File: src/rtl/fetch_pc_unit_if.sv
// fetch_pc_unit_if
//   Groups the fetch unit's pipeline-facing signals: instruction-memory
//   address/data, jump predictor inputs, IF/ID register outputs, squash and
//   performance counters.
//   Signal suffixes are from the fetch unit's point of view (_i into it,
//   _o out of it).
//   Modports:
//     slave  - the fetch unit itself
//     master - the surrounding pipeline / memory / predictor (or a bench)
//   CNT_W must match the CNT_W of the attached fetch_pc_unit.
interface fetch_pc_unit_if #(
  parameter int CNT_W = 16
);
  logic             stall_i;
  logic [15:0]      imem_adr_o;
  logic [15:0]      imem_rdata_i;
  logic             jump_pred_i;
  logic [15:0]      jump_pred_adr_i;
  logic             jump_pred_miss_i;
  logic             jump_pred_adr_miss_i;
  logic [15:0]      pcinc_evac_i;
  logic [15:0]      ALUres_mem_i;
  logic [15:0]      inst_id_o;
  logic [15:0]      pcinc_id_o;
  logic             valid_id_o;
  logic             flush_o;
  logic [CNT_W-1:0] cnt_pred_o;
  logic [CNT_W-1:0] cnt_miss_o;

  modport slave (
    input  stall_i, imem_rdata_i, jump_pred_i, jump_pred_adr_i,
           jump_pred_miss_i, jump_pred_adr_miss_i, pcinc_evac_i, ALUres_mem_i,
    output imem_adr_o, inst_id_o, pcinc_id_o, valid_id_o, flush_o,
           cnt_pred_o, cnt_miss_o
  );

  modport master (
    output stall_i, imem_rdata_i, jump_pred_i, jump_pred_adr_i,
           jump_pred_miss_i, jump_pred_adr_miss_i, pcinc_evac_i, ALUres_mem_i,
    input  imem_adr_o, inst_id_o, pcinc_id_o, valid_id_o, flush_o,
           cnt_pred_o, cnt_miss_o
  );
endinterface

File: src/rtl/fetch_pc_unit.sv
// fetch_pc_unit
//   IF stage of the 16-bit pipeline. Owns the PC, drives the instruction
//   memory address, fills the IF/ID register and picks the next PC from the
//   jump predictor (ID-stage prediction) and MEM-stage recovery signals.
//   Ports:
//     clk    - clock
//     reset  - synchronous, active-high reset
//     bus    - fetch_pc_unit_if.slave: stall, imem address/data, predictor
//              inputs, IF/ID outputs (inst/pcinc/valid), flush, counters
//   Parameters:
//     RESET_PC - first fetch address after reset
//     CNT_W    - width of the saturating prediction / miss counters
module fetch_pc_unit #(
  parameter logic [15:0] RESET_PC = 16'h0000,
  parameter int          CNT_W    = 16
) (
  input logic            clk,
  input logic            reset,
  fetch_pc_unit_if.slave bus
);

  localparam logic [CNT_W-1:0] CNT_MAX = {CNT_W{1'b1}};

  // pc_q: next address to issue; fetch_pc_q: address issued last cycle,
  // whose data is on imem_rdata_i now; fetch_valid_q: that data is on the
  // correct path.
  logic [15:0]      pc_q, pc_d;
  logic [15:0]      fetch_pc_q, fetch_pc_d;
  logic             fetch_valid_q, fetch_valid_d;
  logic [15:0]      inst_id_q, inst_id_d;
  logic [15:0]      pcinc_id_q, pcinc_id_d;
  logic             valid_id_q, valid_id_d;
  logic [CNT_W-1:0] cnt_pred_q, cnt_pred_d;
  logic [CNT_W-1:0] cnt_miss_q, cnt_miss_d;

  logic recover;
  assign recover = bus.jump_pred_miss_i | bus.jump_pred_adr_miss_i;

  always_comb begin
    pc_d          = pc_q;
    fetch_pc_d    = fetch_pc_q;
    fetch_valid_d = fetch_valid_q;
    inst_id_d     = inst_id_q;
    pcinc_id_d    = pcinc_id_q;
    valid_id_d    = valid_id_q;
    cnt_pred_d    = cnt_pred_q;
    cnt_miss_d    = cnt_miss_q;

    if (recover) begin
      // A wrong target beats a wrong direction when both are reported.
      pc_d          = bus.jump_pred_adr_miss_i ? bus.ALUres_mem_i : bus.pcinc_evac_i;
      fetch_valid_d = 1'b0;
      valid_id_d    = 1'b0;
      cnt_miss_d    = (cnt_miss_q == CNT_MAX) ? cnt_miss_q : cnt_miss_q + 1'b1;
    end else if (bus.jump_pred_i && !bus.stall_i) begin
      // The sequential instruction currently being fetched is wrong-path:
      // mark it invalid so it enters ID as a bubble.
      pc_d          = bus.jump_pred_adr_i;
      fetch_pc_d    = pc_q;
      fetch_valid_d = 1'b0;
      inst_id_d     = bus.imem_rdata_i;
      pcinc_id_d    = fetch_pc_q + 16'd1;
      valid_id_d    = fetch_valid_q;
      cnt_pred_d    = (cnt_pred_q == CNT_MAX) ? cnt_pred_q : cnt_pred_q + 1'b1;
    end else if (!bus.stall_i) begin
      pc_d          = pc_q + 16'd1;
      fetch_pc_d    = pc_q;
      fetch_valid_d = 1'b1;
      inst_id_d     = bus.imem_rdata_i;
      pcinc_id_d    = fetch_pc_q + 16'd1;
      valid_id_d    = fetch_valid_q;
    end
  end

  always_ff @(posedge clk) begin
    if (reset) begin
      pc_q          <= RESET_PC;
      fetch_pc_q    <= RESET_PC;
      fetch_valid_q <= 1'b0;
      inst_id_q     <= 16'h0000;
      pcinc_id_q    <= 16'h0000;
      valid_id_q    <= 1'b0;
      cnt_pred_q    <= '0;
      cnt_miss_q    <= '0;
    end else begin
      pc_q          <= pc_d;
      fetch_pc_q    <= fetch_pc_d;
      fetch_valid_q <= fetch_valid_d;
      inst_id_q     <= inst_id_d;
      pcinc_id_q    <= pcinc_id_d;
      valid_id_q    <= valid_id_d;
      cnt_pred_q    <= cnt_pred_d;
      cnt_miss_q    <= cnt_miss_d;
    end
  end

  // While stalled the memory must keep returning the pending instruction,
  // so the address already issued is presented again.
  assign bus.imem_adr_o = bus.stall_i ? fetch_pc_q : pc_q;
  assign bus.flush_o    = recover & ~reset;
  assign bus.inst_id_o  = inst_id_q;
  assign bus.pcinc_id_o = pcinc_id_q;
  assign bus.valid_id_o = valid_id_q;
  assign bus.cnt_pred_o = cnt_pred_q;
  assign bus.cnt_miss_o = cnt_miss_q;

endmodule

File: src/flat_wrapper.sv
// flat-port wrapper written by rule: the top's interface ports become plain ports
module fetch_pc_unit_flat 
#(
  parameter logic [15:0] RESET_PC = 16'h0000,
  parameter int          CNT_W    = 16
)
  (clk, reset, bus_stall_i, bus_imem_rdata_i, bus_jump_pred_i, bus_jump_pred_adr_i, bus_jump_pred_miss_i, bus_jump_pred_adr_miss_i, bus_pcinc_evac_i, bus_ALUres_mem_i, bus_imem_adr_o, bus_inst_id_o, bus_pcinc_id_o, bus_valid_id_o, bus_flush_o, bus_cnt_pred_o, bus_cnt_miss_o);
  fetch_pc_unit_if #(.CNT_W(CNT_W)) bus_i ();
  input logic clk;
  input logic reset;
  input wire logic [$bits(bus_i.stall_i)-1:0] bus_stall_i;
  input wire logic [$bits(bus_i.imem_rdata_i)-1:0] bus_imem_rdata_i;
  input wire logic [$bits(bus_i.jump_pred_i)-1:0] bus_jump_pred_i;
  input wire logic [$bits(bus_i.jump_pred_adr_i)-1:0] bus_jump_pred_adr_i;
  input wire logic [$bits(bus_i.jump_pred_miss_i)-1:0] bus_jump_pred_miss_i;
  input wire logic [$bits(bus_i.jump_pred_adr_miss_i)-1:0] bus_jump_pred_adr_miss_i;
  input wire logic [$bits(bus_i.pcinc_evac_i)-1:0] bus_pcinc_evac_i;
  input wire logic [$bits(bus_i.ALUres_mem_i)-1:0] bus_ALUres_mem_i;
  output wire logic [$bits(bus_i.imem_adr_o)-1:0] bus_imem_adr_o;
  output wire logic [$bits(bus_i.inst_id_o)-1:0] bus_inst_id_o;
  output wire logic [$bits(bus_i.pcinc_id_o)-1:0] bus_pcinc_id_o;
  output wire logic [$bits(bus_i.valid_id_o)-1:0] bus_valid_id_o;
  output wire logic [$bits(bus_i.flush_o)-1:0] bus_flush_o;
  output wire logic [$bits(bus_i.cnt_pred_o)-1:0] bus_cnt_pred_o;
  output wire logic [$bits(bus_i.cnt_miss_o)-1:0] bus_cnt_miss_o;
  assign bus_i.stall_i = bus_stall_i;
  assign bus_i.imem_rdata_i = bus_imem_rdata_i;
  assign bus_i.jump_pred_i = bus_jump_pred_i;
  assign bus_i.jump_pred_adr_i = bus_jump_pred_adr_i;
  assign bus_i.jump_pred_miss_i = bus_jump_pred_miss_i;
  assign bus_i.jump_pred_adr_miss_i = bus_jump_pred_adr_miss_i;
  assign bus_i.pcinc_evac_i = bus_pcinc_evac_i;
  assign bus_i.ALUres_mem_i = bus_ALUres_mem_i;
  assign bus_imem_adr_o = bus_i.imem_adr_o;
  assign bus_inst_id_o = bus_i.inst_id_o;
  assign bus_pcinc_id_o = bus_i.pcinc_id_o;
  assign bus_valid_id_o = bus_i.valid_id_o;
  assign bus_flush_o = bus_i.flush_o;
  assign bus_cnt_pred_o = bus_i.cnt_pred_o;
  assign bus_cnt_miss_o = bus_i.cnt_miss_o;
  fetch_pc_unit #(.RESET_PC(RESET_PC), .CNT_W(CNT_W)) u_core (.clk(clk), .reset(reset), .bus(bus_i));
endmodule
File: config.mk
export PLATFORM = sky130hd
export DESIGN_NAME = fetch_pc_unit_flat
export DESIGN_NICKNAME = d
export VERILOG_FILES = /design/src/rtl/fetch_pc_unit_if.sv /design/src/rtl/fetch_pc_unit.sv /design/src/flat_wrapper.sv
export SDC_FILE = /design/constraint.sdc
export NUM_CORES = 1
export LEC_CHECK = 0
export BUFFER_PORTS_ARGS = -buffer_cell sky130_fd_sc_hd__buf_2
export CELL_PAD_IN_SITES_DETAIL_PLACEMENT = 1
export CELL_PAD_IN_SITES_GLOBAL_PLACEMENT = 1
export CORE_MARGIN = 3
export CORE_UTILIZATION = 34
export DETAILED_ROUTE_END_ITERATION = 7
export PLACE_DENSITY_LB_ADDON = 0.1
export SKIP_CTS_REPAIR_TIMING = 1
export SLEW_MARGIN = 20
export SYNTH_ARGS = -nofsm -noshare
export SYNTH_HDL_FRONTEND = slang
export SYNTH_SLANG_ARGS = --single-unit
File: constraint.sdc
create_clock -name clk -period 2.32 [get_ports clk]
set_input_delay 0.464 -clock clk [delete_from_list [all_inputs] [get_ports clk]]
set_output_delay 0.464 -clock clk [all_outputs]
set_load 0.01 [all_outputs]
==> PnR_summary.wiki <==
{| class="wikitable"
! Metric !! Value
|-
| Length in cells of the worst reg-to-reg path || 5
|-
| Worst slew margin relative to its limit || 50.9%
|-
| Required time worst endpoint || 1.86 ns
|-
| Top cells by area in the synthesized netlist || sky130_fd_sc_hd__dfxtp_1 38%, sky130_fd_sc_hd__a21oi_1 7.6%, sky130_fd_sc_hd__nand2_1 5.3%, sky130_fd_sc_hd__mux2_2 5.2%, sky130_fd_sc_hd__nor2_1 4.2%
|-
| Slew @ Worst Pin || 0.735 ns
|-
| Maxcap violations || 0
|-
| Clk sinks || 98
|-
| Fraction of synthesis flops using an asynchronous set or reset pin || 0%
|-
| Max Fclk || 452 MHz
|-
| Run status || finished clean
|-
| Overall global routing resource usage || 21.2%
|-
| Antenna diode count || 0
|-
| Library cell with the largest summed area after synthesis || sky130_fd_sc_hd__dfxtp_1
|-
| Final hold violation count || 0
|-
| Average instance area after synthesis || 7.88 sq um
|-
| Endpoint kind of the worst setup timing path || output pin
|-
| Most frequent cell after synthesis || sky130_fd_sc_hd__dfxtp_1
|-
| Number of flops mapped to enable cells by yosys || 0
|-
| Drt first-iter violations || 304
|-
| Area grow syn2layout || 24.9%
|-
| RSZ-0062 raised after global routing || no
|-
| Via count of the first global-routing pass || 5,625
|-
| Ys flop type || sky130_fd_sc_hd__dfxtp_1
|-
| Latest clock arrival within the worst-skew pair || 0.35 ns
|-
| Peak supply drop || 0.327 mV
|-
| CTS Buf Count || 9
|-
| Synthesized instance count || 663
|-
| Clk slew on worst S/H paths || 0.07 ns
|-
| Std-Cell Core Area || 14,800 sq um
|-
| Mean number of vias per cell || 5.55
|-
| Final design area excluding fillers || 6520 sq um
|-
| Placed standard-cell area || 6230 sq um
|-
| Warning count from the yosys run || 0
|-
| Final period utilization || 95.3%
|-
| # H-tree levels || 3
|-
| Switching portion of total power || 27.5%
|-
| Fin Clk Skew || 0.00470 ns
|-
| Final Power || 3860 uW
|-
| Flops & latches, synth || 98
|-
| Area taken by multi-input logic gates || 3030 sq um
|-
| Root buffer cell || sky130_fd_sc_hd__clkbuf_16
|-
| Final hold slack || 0.348 ns
|-
| Starting Density || 35.4%
|-
| Final weighted congestion in routability-driven placement || 0.842
|-
| Routed wire length || 17.9 mm
|-
| Fillcell total || 1,846
|-
| Share of final-layout standard cells stronger than drive strength 1 || 28.1%
|-
| Sequential cell fraction of total power || 47.4%
|-
| Final #Nets || 878
|-
| Horizontal die dimension || 130 um
|-
| Library cells used by synthesis || 53
|-
| Path type of the worst setup path || input pin to output pin
|-
| Count of non-filler cells in the finished layout || 993
|-
| Worst min-delay path class || input pin to flip-flop
|-
| Fraction of the yosys area taken by sequential cells || 37.6%
|-
| Area used by sequential logic in the layout || 1960 sq um
|-
| Max clock buf depth || 2
|-
| Vertical die dimension || 130 um
|-
| P_int || 2790 uW
|-
| Number of antenna violations at the first check in global routing || 0
|-
| Placed Cells incl. Taps || 977
|-
| CTS tree || done
|-
| Die area || 16,900 sq um
|-
| Row cnt || 44
|-
| Hpwl dp || 13.3 mm
|-
| Shortest period the worst path allows || 2.21 ns
|-
| Post-Syn Area || 5220 sq um
|-
| Startpoint class of the critical path || input pin
|-
| Final max-slew violation count || 0
|-
| Combinational power share || 12.9%
|-
| Grt total ovfl || 0
|-
| Remaining design rule violation count || 0
|-
| DR vias || 5,510
|-
| Critical path arrival || 1.75 ns
|-
| Maximum number of pins on one net before global-route repair || 46
|-
| Detail Route Antenna Nets || 0
|-
| Number of port buffers || 151
|-
| Power density cells || 591 nW/um^2
|-
| First-pass GRT wire length || 28.6 mm
|-
| Avg WL per Cell || 18.0 um
|-
| Setup violators final || 0
|-
| First-pass iteration count of the detailed router || 4
|-
| Number of cells traversed by the worst hold path || 3
|-
| Critical path fanouts, max || 28
|-
| Most frequent cells after synthesis || 98 x sky130_fd_sc_hd__dfxtp_1, 79 x sky130_fd_sc_hd__a21oi_1, 74 x sky130_fd_sc_hd__nand2_1, 59 x sky130_fd_sc_hd__nor2_1, 36 x sky130_fd_sc_hd__clkbuf_1
|-
| IO Count || 152
|-
| Switching power total || 1060 uW
|-
| Synthesized net count || 737
|-
| Share of power burned in the clock network || 39.7%
|-
| Static power due to leakage || 0.00260 uW
|-
| Top-area cell type share of the netlist area || 37.6%
|}
sequential cells by signal, summed over array words and instances, names as in the netlist:
register and flops:
u_core.bus.valid_id_o 1, u_core.bus.pcinc_id_o 16, u_core.fetch_valid_q 1, u_core.fetch_pc_q 16, u_core.bus.inst_id_o 16, u_core.bus.cnt_miss_o 16, u_core.bus.cnt_pred_o 16, u_core.pc_q 16
final cells by class:
cell class	instances	share of cell area, %
clock buffer	9	3.45
clock inverter	7	1.07
inverter	14	0.806
multi-input combinational	506	46.5
sequential	98	30.1
tap	184	3.53
timing repair buffer	175	14.6
metrics by stage:
stage | worst slack [ns] | utilization, % | setup TNS, ns
3_3_place_gp | 0.0271 | 42.2 | 0
2_1_floorplan | 0.0536 | - | 0
5_1_grt | 0.0497 | 44.2 | 0
4_1_cts | 0.0999 | 44.2 | 0
3_5_place_dp | -0.0157 | 42.2 | -0.0157
6_report | 0.108 | 44.2 | 0
critical path: stages:
cell and delay, ns:
sky130_fd_sc_hd__buf_2 0.09, sky130_fd_sc_hd__buf_4 0.23, sky130_fd_sc_hd__buf_4 0.38, sky130_fd_sc_hd__mux2_2 0.41, sky130_fd_sc_hd__buf_2 0.15
metal layers:
metal | up-vias | GRT usage (%) | wire, um | share of wire, %
li1 | 2682 | - | - | -
met4 | 0 | 6.78 | 363 | 2.0
met3 | 21 | 3.97 | 688 | 3.9
met2 | 120 | 35.4 | 8630 | 48
met1 | 2687 | 27.7 | 8180 | 46
met5 | - | 0 | 0 | 0
final timing paths:
path	start	to	slack [ns]
worst max register to register	u_core.pc_q[1]	u_core.pc_q[10]	0.34
worst max-delay path	bus_stall_i	bus_imem_adr_o[8]	0.11
worst min-delay path	bus_imem_rdata_i[13]	u_core.bus.inst_id_o[13]	0.35
worst min register to register	u_core.bus.inst_id_o[13]	u_core.bus.inst_id_o[13]	0.46
layout by cell type (no fill, tap or decap), drive strengths merged, types with 8 or more instances in the layout:
master / n
nand3: 24
or4: 8
or3: 9
nand4: 19
dfxtp: 98
xnor2: 14
nor2: 59
nand2: 74
nor3: 34
a21oi: 79
a211oi: 12
nor4: 13
mux2: 25
clkbuf: 9
nand3b: 15
o21ai: 26
buf: 175
inv: 14
nor2b: 16
cells by family after synthesis:
logic type / after synthesis / share of synthesized area [%]
DFF: 98 / 37.6
adders and majority gates: 4 / 0.959
muxes: 32 / 6.73
AOI/OAI and AO/OA: 160 / 18.5
and+or+nand+nor: 292 / 28.7
xor gates and xnor gates: 18 / 3.02
buffers and inverters: 59 / 4.46
power groups by stage:
stage,clock network [uW],registers (uW),logic [uW]
detailed placement,0,1870,503
CTS,1570,1830,505
finish,1530,1830,498
global placement,0,1860,489
floorplan,0,1850,289
global route,1640,1840,555
(Power assumes the default switching activity.)
